File: src/rtl/fault_retry_controller.sv
// ----------------------------------------------------------------------------
// fault_retry_controller
//
// Auto-recovery sequencer between the glitch-filtered fault flag and the
// relay / red-LED outputs. A confirmed fault opens the relay and starts a
// cooldown. The relay is then re-closed for a probe window. A fault-free probe
// window returns the block to normal operation. After MAX_RETRIES failed
// attempts the block latches a lockout, which only an operator clear releases.
//
// Parameters
//   COOLDOWN_CYCLES  cycles the relay is held open per trip before probing (>=1)
//   PROBE_CYCLES     fault-free cycles needed in PROBE to return to NORMAL (>=1)
//   MAX_RETRIES      cooldown/probe attempts allowed before LOCKOUT (1..15)
//
// Ports
//   clk            in   1  system clock
//   reset          in   1  asynchronous, active-low reset
//   true_fault     in   1  glitch-filtered fault flag, synchronous to clk
//   clear_lockout  in   1  operator clear, level-sampled, used only in LOCKOUT
//   relay_enable   out  1  1 = relay closed (load powered)
//   fault_led_en   out  1  1 = red LED blinker enabled (any state but NORMAL)
//   lockout        out  1  1 = in LOCKOUT
//   retry_count    out  4  trips since the last NORMAL (saturates at MAX_RETRIES)
//   state_out      out  3  current state encoding (debug)
// ----------------------------------------------------------------------------
module fault_retry_controller #(
    parameter int unsigned COOLDOWN_CYCLES = 50000,
    parameter int unsigned PROBE_CYCLES    = 1000,
    parameter int unsigned MAX_RETRIES     = 3
) (
    input  logic       clk,
    input  logic       reset,
    input  logic       true_fault,
    input  logic       clear_lockout,
    output logic       relay_enable,
    output logic       fault_led_en,
    output logic       lockout,
    output logic [3:0] retry_count,
    output logic [2:0] state_out
);

    localparam int unsigned TIMER_MAX =
        (COOLDOWN_CYCLES > PROBE_CYCLES) ? COOLDOWN_CYCLES : PROBE_CYCLES;
    localparam int unsigned TW = $clog2(TIMER_MAX + 1);

    localparam logic [TW-1:0] COOLDOWN_LAST = TW'(COOLDOWN_CYCLES - 1);
    localparam logic [TW-1:0] PROBE_LAST    = TW'(PROBE_CYCLES - 1);
    localparam logic [3:0]    RETRY_LIMIT   = 4'(MAX_RETRIES);

    typedef enum logic [2:0] {
        S_NORMAL   = 3'd0,
        S_TRIP     = 3'd1,
        S_COOLDOWN = 3'd2,
        S_PROBE    = 3'd3,
        S_LOCKOUT  = 3'd4
    } state_t;

    state_t        state_q, state_d;
    logic [TW-1:0] timer_q, timer_d;
    logic [3:0]    retry_q, retry_d;

    // ------------------------------------------------------------------
    // Next-state logic
    // ------------------------------------------------------------------
    always_comb begin
        state_d = state_q;
        timer_d = timer_q;
        retry_d = retry_q;

        case (state_q)
            S_NORMAL: begin
                timer_d = '0;
                if (true_fault) begin
                    state_d = S_TRIP;
                end
            end

            // Single-cycle state: either gives up or books another attempt.
            S_TRIP: begin
                timer_d = '0;
                if (retry_q == RETRY_LIMIT) begin
                    state_d = S_LOCKOUT;
                end else begin
                    retry_d = retry_q + 4'd1;
                    state_d = S_COOLDOWN;
                end
            end

            // Fault input deliberately ignored while the relay is open.
            S_COOLDOWN: begin
                if (timer_q == COOLDOWN_LAST) begin
                    timer_d = '0;
                    state_d = S_PROBE;
                end else begin
                    timer_d = timer_q + TW'(1);
                end
            end

            // A fault wins over window completion, even on the last cycle.
            S_PROBE: begin
                if (true_fault) begin
                    timer_d = '0;
                    state_d = S_TRIP;
                end else if (timer_q == PROBE_LAST) begin
                    timer_d = '0;
                    retry_d = '0;
                    state_d = S_NORMAL;
                end else begin
                    timer_d = timer_q + TW'(1);
                end
            end

            // Clear is level-sensitive; a held clear releases once the fault drops.
            S_LOCKOUT: begin
                timer_d = '0;
                if (clear_lockout && !true_fault) begin
                    retry_d = '0;
                    state_d = S_NORMAL;
                end
            end

            // Unreachable encodings recover to a clean NORMAL.
            default: begin
                state_d = S_NORMAL;
                timer_d = '0;
                retry_d = '0;
            end
        endcase
    end

    // ------------------------------------------------------------------
    // State registers
    // ------------------------------------------------------------------
    always_ff @(posedge clk or negedge reset) begin
        if (!reset) begin
            state_q <= S_NORMAL;
            timer_q <= '0;
            retry_q <= '0;
        end else begin
            state_q <= state_d;
            timer_q <= timer_d;
            retry_q <= retry_d;
        end
    end

    // ------------------------------------------------------------------
    // Moore output decode (state register only)
    // ------------------------------------------------------------------
    always_comb begin
        relay_enable = 1'b0;
        fault_led_en = 1'b1;
        lockout      = 1'b0;
        case (state_q)
            S_NORMAL: begin
                relay_enable = 1'b1;
                fault_led_en = 1'b0;
            end
            S_PROBE: begin
                relay_enable = 1'b1;
            end
            S_LOCKOUT: begin
                lockout = 1'b1;
            end
            default: begin
                relay_enable = 1'b0;
            end
        endcase
    end

    assign retry_count = retry_q;
    assign state_out   = state_q;

endmodule

File: config.mk
export PLATFORM = sky130hd
export DESIGN_NAME = fault_retry_controller
export DESIGN_NICKNAME = d
export VERILOG_FILES = /design/src/rtl/fault_retry_controller.sv
export SDC_FILE = /design/constraint.sdc
export NUM_CORES = 1
export LEC_CHECK = 0
export CORE_ASPECT_RATIO = 1.75
export CORE_MARGIN = 2
export CORE_UTILIZATION = 59
export CTS_BUF_LIST = sky130_fd_sc_hd__clkbuf_16
export DETAILED_ROUTE_END_ITERATION = 6
export PLACE_DENSITY = 0.83
export RECOVER_POWER = 25
export SLEW_MARGIN = 30
export SYNTH_ARGS = -nofsm -noshare
export SYNTH_HDL_FRONTEND = slang
export SYNTH_SLANG_ARGS = --single-unit
export TNS_END_PERCENT = 20
File: constraint.sdc
create_clock -name clk -period 5.6 [get_ports clk]
set_clock_uncertainty 0.2 [all_clocks]
set_input_delay 1.4 -clock clk [delete_from_list [all_inputs] [get_ports clk]]
set_output_delay 1.4 -clock clk [all_outputs]
set_load 0.02 [all_outputs]
* After elaboration in Yosys (flattened, before gate mapping) *
Cells that the tools add are included.

operators by class
  bitwise operators = 1
  add/subtract/negate cells = 2
  eq/ne operators = 14
  muxes and demuxes = 19
  reduce and logical (&&, ||, !) cells = 7

operators with widths
  operator                 number
  $mux W16                 3
  $pmux W16 S2             1
  $mux W3                  6
  $add A16 B1 Y16 const B  1
  $eq A16 B10 Y1 const B   1
  $eq A16 B16 Y1 const B   1
  $mux W4                  4
  $pmux W4 S4              1
  $pmux W3 S5              1
  $ne A2 B2 Y1 const B     6
  $eq A3 B2 Y1 const B     2
  $reduce_and A5 Y1        1
  $add A4 B1 Y4 const B    1
  $eq A4 B2 Y1 const B     1
  $reduce_and A4 Y1        1
  $reduce_or A2 Y1         2
  $eq A3 B1 Y1 const B     1
  $eq A3 B3 Y1 const B     1
  $logic_not A3 Y1         1
  $mux W1                  3
  $ne A3 B3 Y1 const B     1
  $logic_and A1 B1 Y1      1
  $logic_not A1 Y1         1
  $not A1 Y1               1

word-level totals
  register bits after elaboration = 23
  input bits = 4

* Depth between registers and ports, before layout *
  depth in word-level cells = 4
  depth in mapped cells = 7

* Worst setup path after synthesis *
OpenSTA, ideal clock, no wires.

  path type = register to output
  start point = register state_q[1], in the netlist state_out[1]
  end point = output port relay_enable
  cell stages (with the launch flop) = 4
  data arrival time = 1.338 ns
  required time = 4.000 ns
  setup slack = 2.662 ns
  path buffers = 1
  cells stage by stage = dfrtp_1 buf_2 or3_1 nand2_1

on the way
  longest elaborated chain between the ends = 3
  elaborated cells on any way between the ends = 4

ends and longest elaborated chain
  item                                              RTL line  text
  start: declaration                                58        state_t state_q, state_d;
  start signal: assignment                          140       state_q <= state_d;
  $eq A3 B2 Y1 or $logic_not A3 Y1 (tied branches)  153       case (state_q)
  $reduce_or A2 Y1 (no source line) (*)             --
  $mux W1 (*)                                       153
  end: declaration                                  35        output logic relay_enable,

Every way passes the cells marked *; elsewhere a longest branch is shown, timed or not.

* Final worst setup path *
Same ends and word-level chain as after synthesis.

==> results.py <==
metrics = {
    "floorplanning": {
        "io_pins": 14,
        "start_util": 0.635,
        "die_h_um": 67.2,
        "dieArea_um2": 2690,
        "rows": 22,
        "core-area_um2": 2120,
        "die_w_um": 40.1,
    },
    "worst_setup_path": {
        "required_ns": 4.00,
        "cp_slowest_stage_delay_ns": 0.59,
        "cpLargestDelayFamily": "buffers and inverters",
        "slowest_stage": "clkdlybuf4s50_1",
        "crit_arrival_ns": 1.84,
        "cp-end-kind": "output port",
        "start_kind": "register",
        "path_buf_inv": 1,
        "r2r_start": "timer_q[0]",
        "path_depth": 3,
        "reg2reg_slack_ns": 3.28,
        "critPathMaxFanout": 12,
        "r2r-end": "state_out[0]",
        "crit_chain": "or3_1, nand2_1, clkdlybuf4s50_1",
        "critPathCapture": "relay_enable",
        "cp-startpoint": "state_out[1]",
        "worstSetupPathType": "reg2out",
        "reg2reg_depth": 5,
    },
    "global_route": {
        "grt_first_pass_wirelength_mm": 4.74,
        "grt_pass1_vias": 1092,
        "grt_max_degree": 24,
        "grt_overflow": 0,
        "track_usage": 0.252,
        "antenna_found_initial": 0,
    },
    "logic_synthesis": {
        "synth_top_area_share": 0.428,
        "synth_edf_count": 0,
        "synth.distinct_cells": 45,
        "synthFlopType": "dfrtp_1",
        "ys_async_sr_fraction": 1.00,
        "ys_warn_count": 0,
        "synth_top_cell_by_area": "dfrtp_1",
        "postSynthAreaPerCell_um2": 9.83,
        "synth-seq-cells": 23,
        "synthMostInstantiatedCell": "dfrtp_1",
        "syn_inst": 137,
        "yosys-top-cells-area": "dfrtp_1 (43%), a21oi_2 (5.9%), xnor2_1 (3.9%)",
        "seq_area_frac_synth": 0.428,
        "netlist_area_um2": 1350,
        "yosys-top-cells-count": "dfrtp_1 (23), nand2_1 (13), a21oi_2 (9)",
        "synth_nets": 143,
    },
    "clock_network": {
        "cts_tree": "built",
        "cts_setup_buffers": 0,
        "ctsHtreeMaxLevel": 1,
        "cts.sinks": 23,
        "ctsHoldBuffers": 0,
        "clk_pin_slew_ns": 0.06,
        "postCtsResizedCells": 0,
        "insertion_delay_ns": 0.25,
        "clock_path_buffers": 2,
        "cts_buffers": 3,
        "cts-root-buf": "clkbuf_16",
    },
    "drt": {
        "drc": 0,
        "drt_wl_total_mm": 2.82,
        "drtPass1Iterations": 4,
        "viasPerCell": 6.22,
        "drt-wirelength-per-cell_um": 16.3,
        "via_count": 1076,
        "drt_iter0_drc": 22,
        "detail-route-antenna-nets": 0,
    },
    "place": {
        "post-place-ws_ns": 2.40,
        "gp_congestion": 0.845,
        "numPortBuffers": 13,
        "dp_hpwl_mm": 1.89,
    },
    "final_layout": {
        "utilization": 0.723,
        "antenna-diode-count": 0,
        "synthToLayoutAreaGrowth_pct": 13.8,
        "num-fill-cells": 183,
        "ff_latch_area_um2": 576,
        "fin_nets": 156,
        "multi_input_area_um2": 697,
        "drive_gt1_frac": 0.107,
    },
    "timing": {
        "setup_viol": 0,
        "maxSlewViolCount": 0,
        "fin_crit_sh": 0.614,
        "hold_viol_final": 0,
        "worst_slack_ns": 2.16,
        "relSlewSlack": 0.163,
        "worst_pin_slew_ns": 1.26,
        "max_freq_mhz": 291,
        "rsz0062_at_grt": "false",
        "finalCriticalPeriod_ns": 3.44,
        "tns_ns": 0,
    },
    "pwr": {
        "irDropWorstVdd_mv": 0.263,
        "powerDensity_nw_per_um2": 425,
        "power.leakage_nw": 0.596,
        "finalPower_mw": 0.651,
    },
    "run": {
        "drv_cap": 0,
    },
    "status": {
        "outcome": "finished, final reports clean",
    },
    "hold_path": {
        "hold_class": "reg2reg",
    },
}
metal layers:
| metal | routed length, µm | global-route usage | up-vias | share of wire |
|---|---|---|---|---|
| met5 | 0 | 0 | - | 0 |
| met4 | 40 | 0.0819 | 0 | 0.014 |
| met3 | 65 | 0.0329 | 6 | 0.023 |
| met2 | 1610 | 0.466 | 23 | 0.57 |
| met1 | 1100 | 0.274 | 527 | 0.39 |
| li1 | - | - | 520 | - |
worst reg2reg max path: cells and delay by family (launching register included):
kind	cells	cell delay, ns
simple gates	3	1.07
flops	1	0.41
compound gates	1	0.30
fa+ha+maj	1	0.24
cell families after synthesis:
logic type / after synthesis / synth area share
AND/OR/NAND/NOR: 52 / 0.230
AO/OA/AOI/OAI: 36 / 0.191
adder cells (fa/ha/maj): 2 / 0.0186
multiplexers: 1 / 0.00744
buffers and inverters: 12 / 0.0548
XOR/XNOR: 11 / 0.0716
flip-flops: 23 / 0.428
where the power goes:
group | internal (mW) | leakage, nW | switching (mW)
Combinational | 0.114 | 0.242 | 0.150
Clock | 0.0951 | 0.0423 | 0.0538
Sequential | 0.195 | 0.312 | 0.0435
Total | 0.403 | 0.596 | 0.247
cell type report:
cell class / instances / area share
inverter: 7 / 0.0172
clock inverter: 1 / 0.00245
multi-input combinational: 102 / 0.455
sequential: 23 / 0.376
timing repair buffer: 13 / 0.0809
clock buffer: 3 / 0.0490
tap: 24 / 0.0196
state kept, by name, indices dropped and copies added, names as in the netlist:
signal / flops
retry_count: 4
state_out: 3
timer_q: 16
cell usage in the layout (no fill, tap or decap), types with 5 or more instances in the layout:
cell / instances
a21oi_1: 5
a21oi_2: 9
clkdlybuf4s50_1: 12
dfrtp_1: 23
inv_1: 8
nand2_1: 13
nand3_1: 5
nand4_1: 5
o21ai_0: 7
xnor2_1: 6
xor2_1: 5
per-stage QoR:
stage / instance area, µm² / cells / hold slack [ns]
2_1_floorplan: 1350 / 137 / 0.244
3_3_place_gp: 1460 / 169 / 0.269
3_5_place_dp: 1450 / 169 / 0.286
4_1_cts: 1530 / 173 / 0.293
5_1_grt: 1530 / 173 / 0.324
6_report: 1530 / 173 / 0.291
how the worst min path moves through the flow:
stage,start,slack [ns],end,depth (start not counted)
floorplan,timer_q[0],0.24,timer_q[0],1
global placement,timer_q[0],0.27,timer_q[0],1
detailed placement,timer_q[0],0.29,timer_q[0],1
CTS,timer_q[0],0.29,timer_q[0],1
global route,timer_q[0],0.32,timer_q[0],1
finish,timer_q[0],0.29,timer_q[0],1
Note: power is estimated with default switching activity, not from simulation.
